[src/rtl/tt10_pkg.sv]
// Shared types and constants for the S - A subtractor with output FIFO.
// Optional build macro: TT10_SATURATE_EN (clamp D to 0 on borrow).
package tt10_pkg;

    localparam int unsigned DataWidth  = 8;
    localparam int unsigned FifoDepth  = 4;
    localparam int unsigned EntryWidth = DataWidth + 1;

    // Two-state input sequencer: first beat is S, second beat is A.
    typedef logic [0:0] state_t;
    localparam state_t LOAD_S = 1'b0;
    localparam state_t LOAD_A = 1'b1;

    // uio_in bit positions
    localparam int unsigned UioInValid  = 0;
    localparam int unsigned UioOutReady = 1;

    // uio_out bit positions
    localparam int unsigned UioInReady  = 7;
    localparam int unsigned UioOutValid = 6;
    localparam int unsigned UioBorrow   = 5;
    localparam int unsigned UioCountHi  = 4;
    localparam int unsigned UioCountLo  = 2;

    localparam logic [7:0] UioOeValue = 8'b1111_1100;

    // Packs {borrow, D} for one S/A pair; saturation zeroes D on borrow.
    function automatic logic [EntryWidth-1:0] sub_entry(input logic [DataWidth-1:0] s,
                                                        input logic [DataWidth-1:0] a,
                                                        input logic             sat);
        logic                 borrow;
        logic [DataWidth-1:0] diff;
        borrow = (a > s);
        diff   = s - a;
        if (sat && borrow) begin
            diff = '0;
        end
        return {borrow, diff};
    endfunction

endpackage

[src/rtl/tt10_fifo.sv]
// Small synchronous FIFO with occupancy count; head reads as 0 when empty.
module tt10_fifo
    import tt10_pkg::*;
#(
    parameter int unsigned Width = EntryWidth,
    parameter int unsigned Depth = FifoDepth,
    parameter int unsigned PtrW  = $clog2(Depth),
    parameter int unsigned CntW  = $clog2(Depth + 1)
) (
    input  logic             clk,
    input  logic             rst_n,
    input  logic             push,
    input  logic [Width-1:0] push_data,
    input  logic             pop,
    output logic [Width-1:0] head,
    output logic [CntW-1:0]  count,
    output logic             full,
    output logic             empty
);

    logic [Width-1:0] mem_q [Depth];
    logic [PtrW-1:0]  wr_ptr_q, wr_ptr_d;
    logic [PtrW-1:0]  rd_ptr_q, rd_ptr_d;
    logic [CntW-1:0]  count_q, count_d;
    logic             do_push, do_pop;

    assign empty   = (count_q == '0);
    assign full    = (count_q == CntW'(Depth));
    assign do_push = push && !full;
    assign do_pop  = pop && !empty;
    assign count   = count_q;
    assign head    = empty ? '0 : mem_q[rd_ptr_q];

    // Pointer and occupancy next-state; pointers wrap at Depth-1.
    always_comb begin
        wr_ptr_d = wr_ptr_q;
        rd_ptr_d = rd_ptr_q;
        count_d  = count_q;
        if (do_push) begin
            wr_ptr_d = (wr_ptr_q == PtrW'(Depth - 1)) ? '0 : wr_ptr_q + 1'b1;
        end
        if (do_pop) begin
            rd_ptr_d = (rd_ptr_q == PtrW'(Depth - 1)) ? '0 : rd_ptr_q + 1'b1;
        end
        unique case ({do_push, do_pop})
            2'b10:   count_d = count_q + 1'b1;
            2'b01:   count_d = count_q - 1'b1;
            default: count_d = count_q;
        endcase
    end

    // Control state registers.
    always_ff @(posedge clk or negedge rst_n) begin
        if (!rst_n) begin
            wr_ptr_q <= '0;
            rd_ptr_q <= '0;
            count_q  <= '0;
        end else begin
            wr_ptr_q <= wr_ptr_d;
            rd_ptr_q <= rd_ptr_d;
            count_q  <= count_d;
        end
    end

    // Storage array; stale contents are masked by the empty check on head.
    always_ff @(posedge clk or negedge rst_n) begin
        if (!rst_n) begin
            for (int i = 0; i < int'(Depth); i++) begin
                mem_q[i] <= '0;
            end
        end else if (do_push) begin
            mem_q[wr_ptr_q] <= push_data;
        end
    end

endmodule

[src/rtl/tt_um_tt10_sub_seq.sv]
// Sequential subtractor: takes S then A over a valid/ready beat interface and
// queues {borrow, S - A} into a 4-entry FIFO drained by out_ready.
// Optional build macro: TT10_SATURATE_EN (D stored as 0 when borrow is set).
module tt_um_tt10_sub_seq
    import tt10_pkg::*;
(
    input  logic       clk,
    input  logic       rst_n,
    input  logic       ena,
    input  logic [7:0] ui_in,
    output logic [7:0] uo_out,
    input  logic [7:0] uio_in,
    output logic [7:0] uio_out,
    output logic [7:0] uio_oe
);

    localparam int unsigned CntW = $clog2(FifoDepth + 1);

    state_t                 state_q, state_d;
    logic [DataWidth-1:0]   s_q, s_d;
    logic                   in_valid, out_ready, in_ready, out_valid;
    logic                   in_xfer, push;
    logic [EntryWidth-1:0]  entry, head;
    logic [CntW-1:0]        count;
    logic                   fifo_full, fifo_empty;
    logic                   sat;
    logic                   unused;

    assign in_valid  = uio_in[UioInValid];
    assign out_ready = uio_in[UioOutReady];
    assign unused    = &{1'b0, ena, uio_in[7:2]};

`ifdef TT10_SATURATE_EN
    assign sat = 1'b1;
`else
    assign sat = 1'b0;
`endif

    // Ready comes from registered state and FIFO count only, so a pop in the
    // same cycle cannot open the door for a push into a full FIFO.
    assign in_ready  = (state_q == LOAD_S) ? 1'b1 : !fifo_full;
    assign in_xfer   = in_valid && in_ready;
    assign push      = in_xfer && (state_q == LOAD_A);
    assign entry     = sub_entry(s_q, ui_in, sat);
    assign out_valid = !fifo_empty;

    // Beat sequencing: capture S, then push the result when A arrives.
    always_comb begin
        state_d = state_q;
        s_d     = s_q;
        if (in_xfer) begin
            if (state_q == LOAD_S) begin
                s_d     = ui_in;
                state_d = LOAD_A;
            end else begin
                state_d = LOAD_S;
            end
        end
    end

    // Sequencer state registers.
    always_ff @(posedge clk or negedge rst_n) begin
        if (!rst_n) begin
            state_q <= LOAD_S;
            s_q     <= '0;
        end else begin
            state_q <= state_d;
            s_q     <= s_d;
        end
    end

    tt10_fifo #(
        .Width (EntryWidth),
        .Depth (FifoDepth)
    ) u_fifo (
        .clk       (clk),
        .rst_n     (rst_n),
        .push      (push),
        .push_data (entry),
        .pop       (out_ready),
        .head      (head),
        .count     (count),
        .full      (fifo_full),
        .empty     (fifo_empty)
    );

    // Output packing; head is already zero when the FIFO is empty.
    always_comb begin
        uo_out                           = head[DataWidth-1:0];
        uio_out                          = '0;
        uio_out[UioInReady]              = in_ready;
        uio_out[UioOutValid]             = out_valid;
        uio_out[UioBorrow]               = head[DataWidth];
        uio_out[UioCountHi:UioCountLo]   = count;
        uio_oe                           = UioOeValue;
    end

endmodule

[config.mk]
export PLATFORM = sky130hd
export DESIGN_NAME = tt_um_tt10_sub_seq
export DESIGN_NICKNAME = d
export VERILOG_FILES = /design/src/rtl/tt10_pkg.sv /design/src/rtl/tt10_fifo.sv /design/src/rtl/tt_um_tt10_sub_seq.sv
export SDC_FILE = /design/constraint.sdc
export NUM_CORES = 1
export LEC_CHECK = 0
export CAP_MARGIN = 5
export CORE_ASPECT_RATIO = 1.2
export CORE_UTILIZATION = 59
export CTS_BUF_LIST = sky130_fd_sc_hd__clkbuf_16
export DETAILED_ROUTE_END_ITERATION = 8
export PLACE_DENSITY = 0.95
export SLEW_MARGIN = 20
export SYNTH_ARGS = -nofsm -noshare
export SYNTH_HDL_FRONTEND = slang
export SYNTH_SLANG_ARGS = --single-unit
[constraint.sdc]
create_clock -name clk -period 6.9 [get_ports clk]
set_input_delay 1.38 -clock clk [delete_from_list [all_inputs] [get_ports clk]]
set_output_delay 1.38 -clock clk [all_outputs]
set_load 0.02 [all_outputs]
; Word-level counts from Yosys, hierarchy flattened
; Cells that the tools add are included.
[word_totals]
ff_bits = 52
out_inout_bits = 24
wordCells = 48
[classes]
n_lt_le_gt_ge = 4
addsub = 5
n_reduce_logical = 10
mux = 12
n_bitwise = 3
n_eq_ne = 5
[ops]
columns = op, n
row1 = bitwise mux 36 bit, 1
row2 = 2-to-1 mux 9 bit, 4
row3 = binary-select mux 9 bit (select 2 bit), 1
row4 = demux 9 bit (select 2 bit), 1
row5 = greater-than comparator 8 bit, 1
row6 = subtractor 8 bit, 1
row7 = equality test 2 bit (second input constant), 3
row8 = greater-or-equal comparator 3 bit (second input constant), 2
row9 = inverter 2 -> 3 bit, 2
row10 = one-hot mux 3 bit (2 select lines), 1
row11 = logical AND 1 bit, 5
row12 = adder 2 x 1 -> 2 bit (second input constant), 2
row13 = 2-to-1 mux 2 bit, 2
row14 = adder 3 x 1 -> 3 bit (second input constant), 1
row15 = equality test 3 bit (second input constant), 1
row16 = zero test 3 bit, 1
row17 = < comparator 3 x 1 -> 1 bit (second input constant), 1
row18 = subtractor 3 x 1 -> 3 bit (second input constant), 1
row19 = equality test 2 x 1 -> 1 bit (second input constant), 1
row20 = zero test 1 bit, 2
row21 = 2-to-1 mux 1 bit, 2
row22 = AND reduction 2 bit, 1
row23 = nonzero test 2 bit, 1
row24 = inverter 1 bit, 1

; Logic depth before layout (Yosys ltp)
[logic_depth]
word_depth = 8
mapped_depth = 10

; Modules after synthesis
; A second synthesis with hierarchy kept.
[unflattened]
cells_unflattened = 230
area_unflattened_um2 = 2825.2
[by_module_without_submodules]
columns = module, seq_area_each_um2, n_inst, area_each_um2, cells_each
row1 = tt10_fifo, 1076.0, 1, 2029.4, 135
row2 = tt_um_tt10_sub_seq, 225.2, 1, 795.8, 95

; Least setup slack after synthesis
; OpenSTA, ideal clock, no wires.
[synth_timing]
kind = input-to-reg
start = in ui_in[0]
end = reg u_fifo.mem_q[24] in the netlist's numbering
slack_ns = 4.109
t_arrival_ns = 2.653
path_stages = 6
cell_sequence = ha_1 -> fa_1 -> nor2b_4 -> o31ai_1 -> a21boi_0 -> o31ai_1
[synth_between]
elab_chain_cells = 2
[synth_rtl]
columns = item, line_no
row1 = start: declaration, tt_um_tt10_sub_seq.sv:10  ; input logic [7:0] ui_in,
row2 = subtractor 8 bit, tt10_pkg.sv:34  ; diff = s - a;
row3 = bitwise mux 36 bit, tt10_fifo.sv:72  ; mem_q[wr_ptr_q] <= push_data;
row4 = end signal: indexed assignment, tt10_fifo.sv:72
row5 = end: declaration, tt10_fifo.sv:21  ; logic [Width-1:0] mem_q [Depth];
; Every way passes these cells.
; A chain may end at the register's enable or synchronous reset.

; Worst setup path in the final report
[layout_timing]
start = reg u_fifo.rd_ptr_q[0]
end = out uo_out[3]
[layout_between]
elab_chain_cells = 5
[layout_rtl]
columns = item, line_no
row1 = start: declaration, tt10_fifo.sv:23  ; logic [PtrW-1:0] rd_ptr_q, rd_ptr_d;
row2 = start signal: assignment, tt10_fifo.sv:60  ; rd_ptr_q <= rd_ptr_d;
row3 = inverter 2 -> 3 bit (not written as such), tt10_fifo.sv:32  ; assign head = empty ? '0 : mem_q[rd_ptr_q];
row4 = binary-select mux 9 bit (select 2 bit), tt10_fifo.sv:32
row5 = 2-to-1 mux 9 bit (not written as such) (2 in series), tt10_fifo.sv:32
row6 = 2-to-1 mux 9 bit, tt10_fifo.sv:32
row7 = end: declaration, tt_um_tt10_sub_seq.sv:11  ; output logic [7:0] uo_out,
; Every way passes these cells. The select of a mux whose other input is x is not followed.

==> flow_summary.ini <==
[run_status]
run_status = finished clean

[floorplan]
floorplan.core_area_um2 = 4700
floorplan.die_area_um2 = 5270
floorplan.initialDensity_pct = 62.6
die_width_um = 66.4
placement_rows = 27
die_y_um = 79.3
top_level_ports = 43

[yosys]
netlist_top_cells_count = dfrtp_1 (52), nand2_1 (49), o31ai_1 (26), o21ai_0 (20), inv_1 (16)
synth_edf_count = 0
yosys_register_bits = 52
dominantRegCellSynth = dfrtp_1
syn_inst = 271
post-synth-top-count-cell = dfrtp_1
ys_warn_count = 0
yosysTopAreaCell = dfrtp_1
postSynth.asyncResetShare_pct = 100
avgSynthCellArea_um2 = 10.8
synth_cell_types = 41
synth.area.top_cells = dfrtp_1 (44%), mux4_2 (6.9%), o31ai_1 (6.6%)
synth.cell_area_um2 = 2940
seq_area_frac_synth_pct = 44.3
synth_top_area_share_pct = 44.3

[sta]
setup_total_negative_slack_ns = 0
max_clock_freq_ghz = 0.267
grt_setup_unrepaired = false
skew_ns = 0.00352
final.hold.worst_slack_ns = 0.476
max-slew-margin-rel_pct = 53.8
finalCritPeriodShare_pct = 54.4
final_period_minus_worst_setup_slack_ns = 3.75
final_setup_fails = 0
timing_max_transition_violations_final = 0
hold_viol_final = 0
worstMarginPinSlew_ns = 0.692

[routing]
routed_wire_length_mm = 5.37
iteration_0_drc_markers = 98
final_antenna_net_count = 0
route.detailed.vias_per_inst = 5.85
via_count = 2029
drt_first_pass_iters = 4
drc_errors = 0
wire_per_inst_um = 15.5

[global_route]
groute.layer.met2.usage_pct = 39.2
grt_start_max_net_pins = 53
grt_usage_pct = 23.8
groute.layer.met3.usage_pct = 3.88
grt.overflow.total = 0
number_of_global_route_vias_before_repair = 2104
antenna_found_initial = 0
grt_first_pass_wirelength_mm = 9.44
met1_layer_usage_reported_by_global_route_pct = 31.0
most_used_routing_layer_in_global_routing = met2

[critical_path]
endpoint_kind = output pin
worstSetupPathType = flip-flop to output pin
crit_family = flip-flops
worstPathArrival_ns = 2.37
critPathBufInv = 1
r2r.worst_path.cells = 9
rrSetupSlack_ns = 4.45
cp_cell_sequence = mux4_2, and2_1, clkdlybuf4s50_1
critPathLaunchType = flip-flop
worstPathMaxFanout = 12
slowest_stage = dfrtp_1
worst_path_largest_cell_delay_ns = 0.79
cp.depth = 3
critical_path_rt_ns = 5.52

[cts]
cts-hold-fix-buffers = 0
post-cts-setup-buffers = 0
clkTransAtPathRegs_ns = 0.07
tritoncts = built
clock_tree.root_cell = clkbuf_16
cts-buffers-inserted = 5
clock-sinks = 52
postCtsResizedCells = 0
worstSkewPairLatency_ns = 0.29
max_buffers_root_to_sink = 2
cts_max_level = 2

[finish]
finalNetCount = 323
antenna_cells = 0
areaGrowthSynthToFinish_pct = 10.9
final_layout_size_suffix_gt1_share_pct = 10.0
filler_cell_count = 336

[place]
placement.io_buffers = 25
place.gp.congestion = 0.806
hpwl_mm = 3.50

[power]
power.density_nw_per_um2 = 517
leakagePower_nw = 1.50
peakVddDrop_mv = 0.269

[job]
cap_violations = 0

[min_path]
hold_path_class = flip-flop to flip-flop
worstHoldPathCells = 2
stage by stage:
stage / setup WS, ns / cell area [µm²] / util [%] / cells / power [mW]
after floorplan: 4.11 / 2970 / - / 279 / 1.17
after CTS: 3.11 / 3260 / 69.4 / 347 / 1.69
final: 3.15 / 3260 / 69.4 / 347 / 1.69
after global placement: 3.43 / 3090 / 65.7 / 339 / 1.35
after detailed placement: 3.37 / 3090 / 65.7 / 339 / 1.39
after global routing: 3.02 / 3260 / 69.4 / 347 / 1.81
worst min-delay path, stage by stage (launching register included):
cell and delay (ns):
dfrtp_1 0.34, nand2_1 0.05, o21ai_0 0.06
where the power goes:
group	leakage [nW]	internal (mW)	total, mW	switching (mW)
registers	0.647	0.447	0.568	0.120
clock network	0.0804	0.172	0.284	0.111
logic	0.778	0.390	0.834	0.444
total	1.50	1.01	1.69	0.676
cell families (layout without fill, tap and decap cells):
group                    after synthesis  count (layout)  share of synthesized area, %
flip-flops                            52              52                          44.3
AND/OR/NAND/NOR                       78              78                          14.7
adder cells (fa/ha/maj)               16              16                          7.32
AO/OA/AOI/OAI                         68              68                          15.6
multiplexers                          11              11                          7.66
buffers and inverters                 40              50                          8.98
other                                  2              10                         0.256
XOR/XNOR                               4               4                          1.19
layer usage:
layer  vias to the layer above  share of wire, %
li1                        964                 -
met1                       998                43
met2                        56                51
met3                        11               3.4
met4                         0               2.0
met5                         -                 0
state kept, by name, summed over array words and instances (netlist names):
name	count
u_fifo.mem_q	36
s_q	8
u_fifo.count	3
u_fifo.rd_ptr_q	2
u_fifo.wr_ptr_q	2
state_q	1
cells in the final DEF, fill, tap and decap left out, types with 5 or more instances in the layout:
cell,synthesis,layout
conb_1,2,10
clkdlybuf4s50_1,0,24
mux4_2,9,9
inv_1,16,16
ha_1,14,14
o21ai_0,20,20
clkbuf_16,0,5
dfrtp_1,52,52
and2_1,9,9
nand2_1,49,49
o31ai_1,26,26
a21oi_1,5,5
cell type report:
| type | instances | area [µm²] | share of cell area, % |
|---|---|---|---|
| Clock buffer | 5 | 125 | 3.84 |
| Tap cell | 58 | 72.6 | 2.23 |
| Sequential cell | 52 | 1300 | 39.9 |
| Clock inverter | 3 | 46.3 | 1.42 |
| Inverter | 17 | 63.8 | 1.96 |
| Multi-Input combinational cell | 187 | 1400 | 43.1 |
| Timing Repair Buffer | 25 | 248 | 7.60 |
worst paths after layout:
kind	start	endpoint
setup / recovery	u_fifo.rd_ptr_q[0]	uo_out[3]
max in group asynchronous	rst_n	u_fifo.mem_q[14]
hold reg to reg	u_fifo.mem_q[29]	u_fifo.mem_q[29]
min in group asynchronous	rst_n	u_fifo.mem_q[8]
hold / removal	u_fifo.mem_q[29]	u_fifo.mem_q[29]
setup reg to reg	u_fifo.count[1]	u_fifo.count[2]
No activity file was read; power rests on OpenSTA's default activity.
